$ cat config.mk
export PLATFORM = sky130hd
export DESIGN_NAME = lane_scroller
export DESIGN_NICKNAME = d
export VERILOG_FILES = /design/src/rtl/frogger_pkg.sv /design/src/rtl/lane_mover.sv /design/src/rtl/lane_scroller.sv
export SDC_FILE = /design/constraint.sdc
export NUM_CORES = 2
export LEC_CHECK = 0
export CORE_MARGIN = 3
export CORE_UTILIZATION = 54
export DETAILED_ROUTE_END_ITERATION = 7
export PLACE_DENSITY = 0.73
export SLEW_MARGIN = 20
export SYNTH_ARGS = -nofsm -noshare
export SYNTH_HDL_FRONTEND = slang
export SYNTH_SLANG_ARGS = --single-unit
$ cat constraint.sdc
create_clock -name clk -period 11.5 [get_ports clk]
set_input_delay 1.725 -clock clk [delete_from_list [all_inputs] [get_ports clk]]
set_output_delay 1.725 -clock clk [all_outputs]
set_load 0.05 [all_outputs]
$ cat src/rtl/frogger_pkg.sv
// Shared frogger playfield definitions.
//   state_t : lane engine FSM states
//   dir_t   : lane motion direction
//   X_LEFT / X_RIGHT : playfield edges in pixels; BLOCKSIZE : tile size
package frogger_pkg;

  typedef enum logic [1:0] {
    IDLE  = 2'd0,
    LOAD  = 2'd1,
    RUN   = 2'd2,
    PAUSE = 2'd3
  } state_t;

  typedef enum logic {
    LEFT  = 1'b0,
    RIGHT = 1'b1
  } dir_t;

  localparam int unsigned X_LEFT    = 96;
  localparam int unsigned X_RIGHT   = 544;
  localparam int unsigned BLOCKSIZE = 32;

endpackage

$ cat src/rtl/lane_mover.sv
// One playfield lane: config registers, level-scaled divider, tick counter, slot positions
// and the signed step pulse.
//   clk, reset      : clock, synchronous active-high reset
//   load, run       : FSM is in LOAD / RUN this cycle
//   level           : game level used to scale the divider
//   dir, len, gap, cnt, div : lane configuration, sampled only during load
//   obj_x, obj_valid: per-slot left-edge x and active flag
//   step            : +1 / -1 for one cycle after each tick, aligned with the obj_x update
module lane_mover
  import frogger_pkg::*;
#(
  parameter int unsigned OBJS_PER_LANE = 3,
  parameter int unsigned X_W           = 10,
  parameter int unsigned DIV_W         = 24,
  parameter int unsigned X_LEFT        = frogger_pkg::X_LEFT,
  parameter int unsigned X_RIGHT       = frogger_pkg::X_RIGHT,
  parameter int unsigned MIN_DIV       = 16
) (
  input  logic                           clk,
  input  logic                           reset,
  input  logic                           load,
  input  logic                           run,
  input  logic [3:0]                     level,
  input  logic                           dir,
  input  logic [X_W-1:0]                 len,
  input  logic [X_W-1:0]                 gap,
  input  logic [1:0]                     cnt,
  input  logic [DIV_W-1:0]               div,
  output logic [OBJS_PER_LANE*X_W-1:0]   obj_x,
  output logic [OBJS_PER_LANE-1:0]       obj_valid,
  output logic [1:0]                     step
);

  localparam logic [X_W-1:0]   XL   = X_W'(X_LEFT);
  localparam logic [X_W-1:0]   XR   = X_W'(X_RIGHT);
  localparam logic [DIV_W-1:0] MINV = DIV_W'(MIN_DIV);

  dir_t                              dir_q;
  logic [X_W-1:0]                    len_q;
  logic [DIV_W-1:0]                  div_q;
  logic [DIV_W-1:0]                  eff_q;
  logic [DIV_W-1:0]                  count_q;
  logic [OBJS_PER_LANE-1:0][X_W-1:0] x_q;
  logic [OBJS_PER_LANE-1:0]          valid_q;
  logic [1:0]                        step_q;
  logic [1:0]                        n_active;
  logic                              tick;

  // The floor never raises a divider above its own base value, so a fast base lane keeps
  // its programmed speed at level 0. A zero divider behaves as one tick per cycle.
  function automatic logic [DIV_W-1:0] calc_eff(input logic [DIV_W-1:0] d,
                                                input logic [3:0]       lv);
    logic [DIV_W+3:0] red;
    logic [DIV_W-1:0] scaled;
    logic [DIV_W-1:0] floor_v;
    logic [DIV_W-1:0] e;
    red     = {4'b0000, (d >> 4)} * {{DIV_W{1'b0}}, lv};
    scaled  = d - red[DIV_W-1:0];
    floor_v = (d < MINV) ? d : MINV;
    e       = (scaled < floor_v) ? floor_v : scaled;
    if (e == '0) e = DIV_W'(1);
    return e;
  endfunction

  // Wrap is decided on the pre-move position.
  function automatic logic [X_W-1:0] move_x(input logic [X_W-1:0] x, input dir_t d,
                                            input logic [X_W-1:0] l);
    logic [X_W-1:0] lo;
    lo = XL - l;
    if (d == RIGHT) return (x >= XR) ? lo : x + 1'b1;
    else            return (x <= lo) ? XR : x - 1'b1;
  endfunction

  always_comb begin
    n_active = cnt;
    if (cnt == 2'd0) n_active = 2'd1;
    else if (32'(cnt) > OBJS_PER_LANE) n_active = 2'(OBJS_PER_LANE);
  end

  assign tick = run && (count_q == eff_q - 1'b1);

  // gap and cnt only shape the layout, so they are consumed into the slot state at load.
  always_ff @(posedge clk) begin
    if (reset) begin
      dir_q   <= LEFT;
      len_q   <= '0;
      div_q   <= '0;
      eff_q   <= '0;
      count_q <= '0;
      x_q     <= {OBJS_PER_LANE{XR}};
      valid_q <= '0;
      step_q  <= 2'b00;
    end else if (load) begin
      dir_q   <= dir_t'(dir);
      len_q   <= len;
      div_q   <= div;
      eff_q   <= calc_eff(div, level);
      count_q <= '0;
      step_q  <= 2'b00;
      for (int unsigned k = 0; k < OBJS_PER_LANE; k++) begin
        if (k < 32'(n_active)) begin
          x_q[k]     <= XL + X_W'(k) * gap;
          valid_q[k] <= 1'b1;
        end else begin
          x_q[k]     <= XR;
          valid_q[k] <= 1'b0;
        end
      end
    end else if (run) begin
      if (tick) begin
        count_q <= '0;
        eff_q   <= calc_eff(div_q, level);
        step_q  <= (dir_q == RIGHT) ? 2'b01 : 2'b11;
        for (int unsigned k = 0; k < OBJS_PER_LANE; k++) begin
          if (valid_q[k]) x_q[k] <= move_x(x_q[k], dir_q, len_q);
        end
      end else begin
        count_q <= count_q + 1'b1;
        step_q  <= 2'b00;
      end
    end else begin
      step_q <= 2'b00;
    end
  end

  assign obj_x     = x_q;
  assign obj_valid = valid_q;
  assign step      = step_q;

endmodule

$ cat src/rtl/lane_scroller.sv
// Frogger lane engine: start/pause FSM plus one lane_mover per lane.
//   clk, reset : clock, synchronous active-high reset
//   start      : pulse, (re)load lane config and begin motion
//   pause      : level, freeze all motion while high
//   level      : game level 0..15, scales lane speed
//   lane_*     : flattened per-lane config (dir, len, gap, cnt, div)
//   obj_x, obj_valid : flattened per-slot position and active flag
//   lane_step  : flattened signed 2-bit step per lane
//   running    : high in RUN
module lane_scroller
  import frogger_pkg::*;
#(
  parameter int unsigned NUM_LANES     = 6,
  parameter int unsigned OBJS_PER_LANE = 3,
  parameter int unsigned X_W           = 10,
  parameter int unsigned DIV_W         = 24,
  parameter int unsigned X_LEFT        = frogger_pkg::X_LEFT,
  parameter int unsigned X_RIGHT       = frogger_pkg::X_RIGHT,
  parameter int unsigned MIN_DIV       = 16
) (
  input  logic                                   clk,
  input  logic                                   reset,
  input  logic                                   start,
  input  logic                                   pause,
  input  logic [3:0]                             level,
  input  logic [NUM_LANES-1:0]                   lane_dir,
  input  logic [NUM_LANES*X_W-1:0]               lane_len,
  input  logic [NUM_LANES*X_W-1:0]               lane_gap,
  input  logic [NUM_LANES*2-1:0]                 lane_cnt,
  input  logic [NUM_LANES*DIV_W-1:0]             lane_div,
  output logic [NUM_LANES*OBJS_PER_LANE*X_W-1:0] obj_x,
  output logic [NUM_LANES*OBJS_PER_LANE-1:0]     obj_valid,
  output logic [NUM_LANES*2-1:0]                 lane_step,
  output logic                                   running
);

  state_t state_q;
  logic   running_q;

  // start wins over pause in every active state.
  always_ff @(posedge clk) begin
    if (reset) begin
      state_q   <= IDLE;
      running_q <= 1'b0;
    end else begin
      unique case (state_q)
        IDLE: begin
          if (start) state_q <= LOAD;
        end
        LOAD: begin
          state_q   <= RUN;
          running_q <= 1'b1;
        end
        RUN: begin
          if (start) begin
            state_q   <= LOAD;
            running_q <= 1'b0;
          end else if (pause) begin
            state_q   <= PAUSE;
            running_q <= 1'b0;
          end
        end
        PAUSE: begin
          if (start) begin
            state_q <= LOAD;
          end else if (!pause) begin
            state_q   <= RUN;
            running_q <= 1'b1;
          end
        end
        default: begin
          state_q   <= IDLE;
          running_q <= 1'b0;
        end
      endcase
    end
  end

  assign running = running_q;

  for (genvar i = 0; i < NUM_LANES; i++) begin : g_lane
    lane_mover #(
      .OBJS_PER_LANE (OBJS_PER_LANE),
      .X_W           (X_W),
      .DIV_W         (DIV_W),
      .X_LEFT        (X_LEFT),
      .X_RIGHT       (X_RIGHT),
      .MIN_DIV       (MIN_DIV)
    ) u_lane (
      .clk       (clk),
      .reset     (reset),
      .load      (state_q == LOAD),
      .run       (state_q == RUN),
      .level     (level),
      .dir       (lane_dir[i]),
      .len       (lane_len[i*X_W +: X_W]),
      .gap       (lane_gap[i*X_W +: X_W]),
      .cnt       (lane_cnt[i*2 +: 2]),
      .div       (lane_div[i*DIV_W +: DIV_W]),
      .obj_x     (obj_x[i*OBJS_PER_LANE*X_W +: OBJS_PER_LANE*X_W]),
      .obj_valid (obj_valid[i*OBJS_PER_LANE +: OBJS_PER_LANE]),
      .step      (lane_step[i*2 +: 2])
    );
  end

endmodule

==> run_results.csv <==
group,metric,value,unit
floorplan,dieArea,179000,um2
cts,tritoncts,"yes",
global_route,grt_pass1_wl,470000,um
cts,h-tree-depth,3,
sta,final-hold-violation-count,0,
power,power.leakage,0.0474,uW
yosys,synth_top_flop_cell,"dfxtp_1",
floorplan,coreArea,172000,um2
setup_path,startpoint,"level[3]",
route,routed_wl,293000,um
hold_path,hold_class,"flip-flop to flip-flop",
global_route,grt_pass1_vias,87600,
place,gp_congestion,0.966,
yosys,synthCells,12300,
setup_path,cp_max_fo,95,
setup_path,worstSetupPathType,"primary input to flip-flop",
route,via_count,89400,
yosys,async_flop_share,0,%
yosys,synth.most_common_cell,"inv_1",
setup_path,cp_data_arrival_time,9.98,ns
final_layout,num-nets-final,14500,
yosys,synth_area,93900,um2
yosys,synth_area_per_cell,7.65,um2
route,drc,0,
setup_path,start_kind,"primary input",
floorplan,start_util,54.5,%
sta,setup_viol,0,
final_layout,layout-drive-gt1-share,2.92,%
setup_path,end_kind,"flip-flop",
yosys,synth_commonest_cells,"inv_1 (1528), nand2_1 (1446), nor2_1 (1022)",
setup_path,worstReg2RegStart,"g_lane[2].u_lane.div_q[6]",
yosys,synth_top_area_share,15.2,%
cts,cts_hold_buf,0,
cts,root_buffer,"clkbuf_16",
power,power.density,213,nW/um2
power,vdd_drop_max,136,uV
setup_path,r2r_end,"g_lane[2].u_lane.eff_q[21]",
setup_path,worst-endpoint-required,12.14,ns
final_layout,area_growth,11.6,%
setup_path,r2r_setup_slack,3.83,ns
sta,whs,0.475,ns
cts,cts_buffer_depth,3,
place,dp_hpwl,226000,um
cts,cts_setup_buffers,0,
yosys,yosys-top-cells-area,"dfxtp_1 (15%), fa_1 (15%), ha_1 (12%)",
sta,period_share,81.3,%
global_route,track_usage,31.8,%
setup_path,ff2ff_path_depth,25,
floorplan,top_level_ports,501,
place,portBuffers,500,
cts,clkSinkCount,711,
sta,worstMarginPinSlew,1.19,ns
yosys,ys_warn_count,0,
cts,clkLatencyLatePin,0.74,ns
yosys,ys_seq_elements,711,
run,drv_cap,0,
yosys,ys_seq_area_share,15.2,%
route,via_per_inst,5.94,
floorplan,die_w,423,um
sta,setup_tns,0,ns
global_route,antenna_found_initial,26,
route,firstDrtPassIters,6,
route,drt_iter0_markers,7503,
yosys,yosys.area.top_type,"dfxtp_1",
yosys,synth_cell_types,101,
cts,path_clk_slew,0.06,ns
global_route,grt_max_degree,140,
sta,rsz0062_at_grt,"false",
sta,max_freq,107,MHz
sta,relSlewSlack,20.2,%
sta,drv_slew,0,
sta,fin_worst_skew,0.0308,ns
outcome,status,"finished clean",
cts,post_cts_resized,0,
global_route,overflow,0,
floorplan,placementRows,152,
sta,fin_crit,9.35,ns
final_layout,fillers,15600,
route,post_drt_wl_per_cell,19.5,um
route,drtAntennaViolNets,0,
setup_path,crit_end,"g_lane[4].u_lane.eff_q[19]",
cts,numCtsBuffers,92,
yosys,synth-edff-count,0,
floorplan,die_y,423,um
-- worst max-delay path: stages --
cell and delay (ns):
clkbuf_8 0.63, buf_4 0.41, nand2_1 0.11, fa_1 0.46, fa_1 0.49, inv_1 0.05
fa_1 0.48, inv_1 0.04, ha_1 0.35, nand2_1 0.11, a211oi_1 0.54, nor2_1 0.13
a211oi_1 0.67, a2111o_1 0.33, a21o_1 0.15, and2_1 0.21, ha_1 0.28, a21o_1 0.16
a21o_1 0.17, a21oi_1 0.17, nand2_1 0.11, o41a_1 0.47, and4_1 0.21, and4b_1 0.21
nor3_1 0.77, nand2_2 0.27, o221ai_1 0.25
-- cell type report --
type | instances | area (um2) | share of cell area, %
repair buffers | 581 | 5690 | 5.44
diodes | 21 | 52.6 | 0.0502
inverters | 1531 | 5750 | 5.49
multi-input cells | 9723 | 72800 | 69.5
clock buffers | 116 | 2550 | 2.44
clock inverters | 57 | 782 | 0.747
well taps | 2310 | 2890 | 2.76
flip-flops and latches | 711 | 14200 | 13.6
-- how the worst min path moves through the flow --
stage / from / endpoint / slack (ns) / depth (start not counted)
floorplan: g_lane[3].u_lane.eff_q[1] / g_lane[3].u_lane.eff_q[1] / 0.45 / 2
global placement: g_lane[3].u_lane.eff_q[1] / g_lane[3].u_lane.eff_q[1] / 0.47 / 2
detailed placement: g_lane[1].u_lane.obj_valid[0] / g_lane[1].u_lane.obj_valid[0] / 0.47 / 2
CTS: g_lane[3].u_lane.eff_q[1] / g_lane[3].u_lane.eff_q[1] / 0.48 / 2
global route: g_lane[3].u_lane.eff_q[1] / g_lane[3].u_lane.eff_q[1] / 0.49 / 2
finish: g_lane[1].u_lane.obj_valid[0] / g_lane[1].u_lane.obj_valid[0] / 0.47 / 2
-- per-stage QoR --
| stage | instances | setup slack (ns) | utilization (%) | instance area (um2) | total power [uW] |
|---|---|---|---|---|---|
| after floorplan | 12500 | 2.91 | - | 94700 | 14500 |
| after global placement | 14900 | 1.82 | 58.9 | 101000 | 18200 |
| final | 15100 | 2.15 | 60.8 | 105000 | 22300 |
| after detailed placement | 14900 | 1.60 | 58.9 | 101000 | 18700 |
| after CTS | 15000 | 2.34 | 60.8 | 105000 | 22100 |
| after global routing | 15000 | 1.63 | 60.8 | 105000 | 24200 |
-- report_power, final --
group	switching (uW)	internal, uW
logic	9880	6150
registers	371	2660
clock network	1320	1910
-- metal layers --
layer  track usage, %  up-vias  share of wire, %
met5                0        -             0.014
li1                 -    42300                 -
met4             13.1        6               4.2
met3             4.54      626               7.0
met2             52.9     3292                46
met1             41.5    43100                42
-- kinds of logic (layout without fill, tap and decap cells) --
group | count (synthesis) | after routing | share of synthesized area (%)
xor gates and xnor gates | 859 | 859 | 8.01
other | 1 | 249 | 0.00399
AOI/OAI and AO/OA | 2423 | 2423 | 16.8
adders and majority gates | 1607 | 1607 | 26.9
and+or+nand+nor | 4342 | 4342 | 22.0
muxes | 264 | 264 | 2.83
buffers and inverters | 2065 | 2285 | 8.33
DFF | 711 | 711 | 15.2
-- placed cells by master (no fill, tap or decap), types with 82 or more instances in the layout --
cell type	netlist	routed
a211oi_1	112	112
a21o_1	210	210
a21oi_1	622	621
a31oi_1	87	87
and2_1	356	356
and3_1	136	136
clkbuf_16	0	92
clkdlybuf4s50_1	0	495
conb_1	1	228
dfxtp_1	711	711
fa_1	684	684
ha_1	923	921
inv_1	1528	1527
mux2i_1	252	252
nand2_1	1446	1445
nand2b_1	83	83
nand3_1	310	310
nand4_1	154	154
nor2_1	1022	1019
nor2b_1	82	82
nor3_1	281	279
nor4_1	150	150
o211ai_1	105	105
o21ai_0	536	535
xnor2_1	468	468
xor2_1	391	391
-- state kept, by name (all words and copies together), names as in the netlist --
name,count
g_lane.u_lane.obj_x,180
g_lane.u_lane.count_q,144
g_lane.u_lane.div_q,144
g_lane.u_lane.eff_q,144
g_lane.u_lane.len_q,60
g_lane.u_lane.obj_valid,18
g_lane.u_lane.step,12
g_lane.u_lane.dir_q,6
state_q,2
running,1
Power figures use the tool's default switching activity.
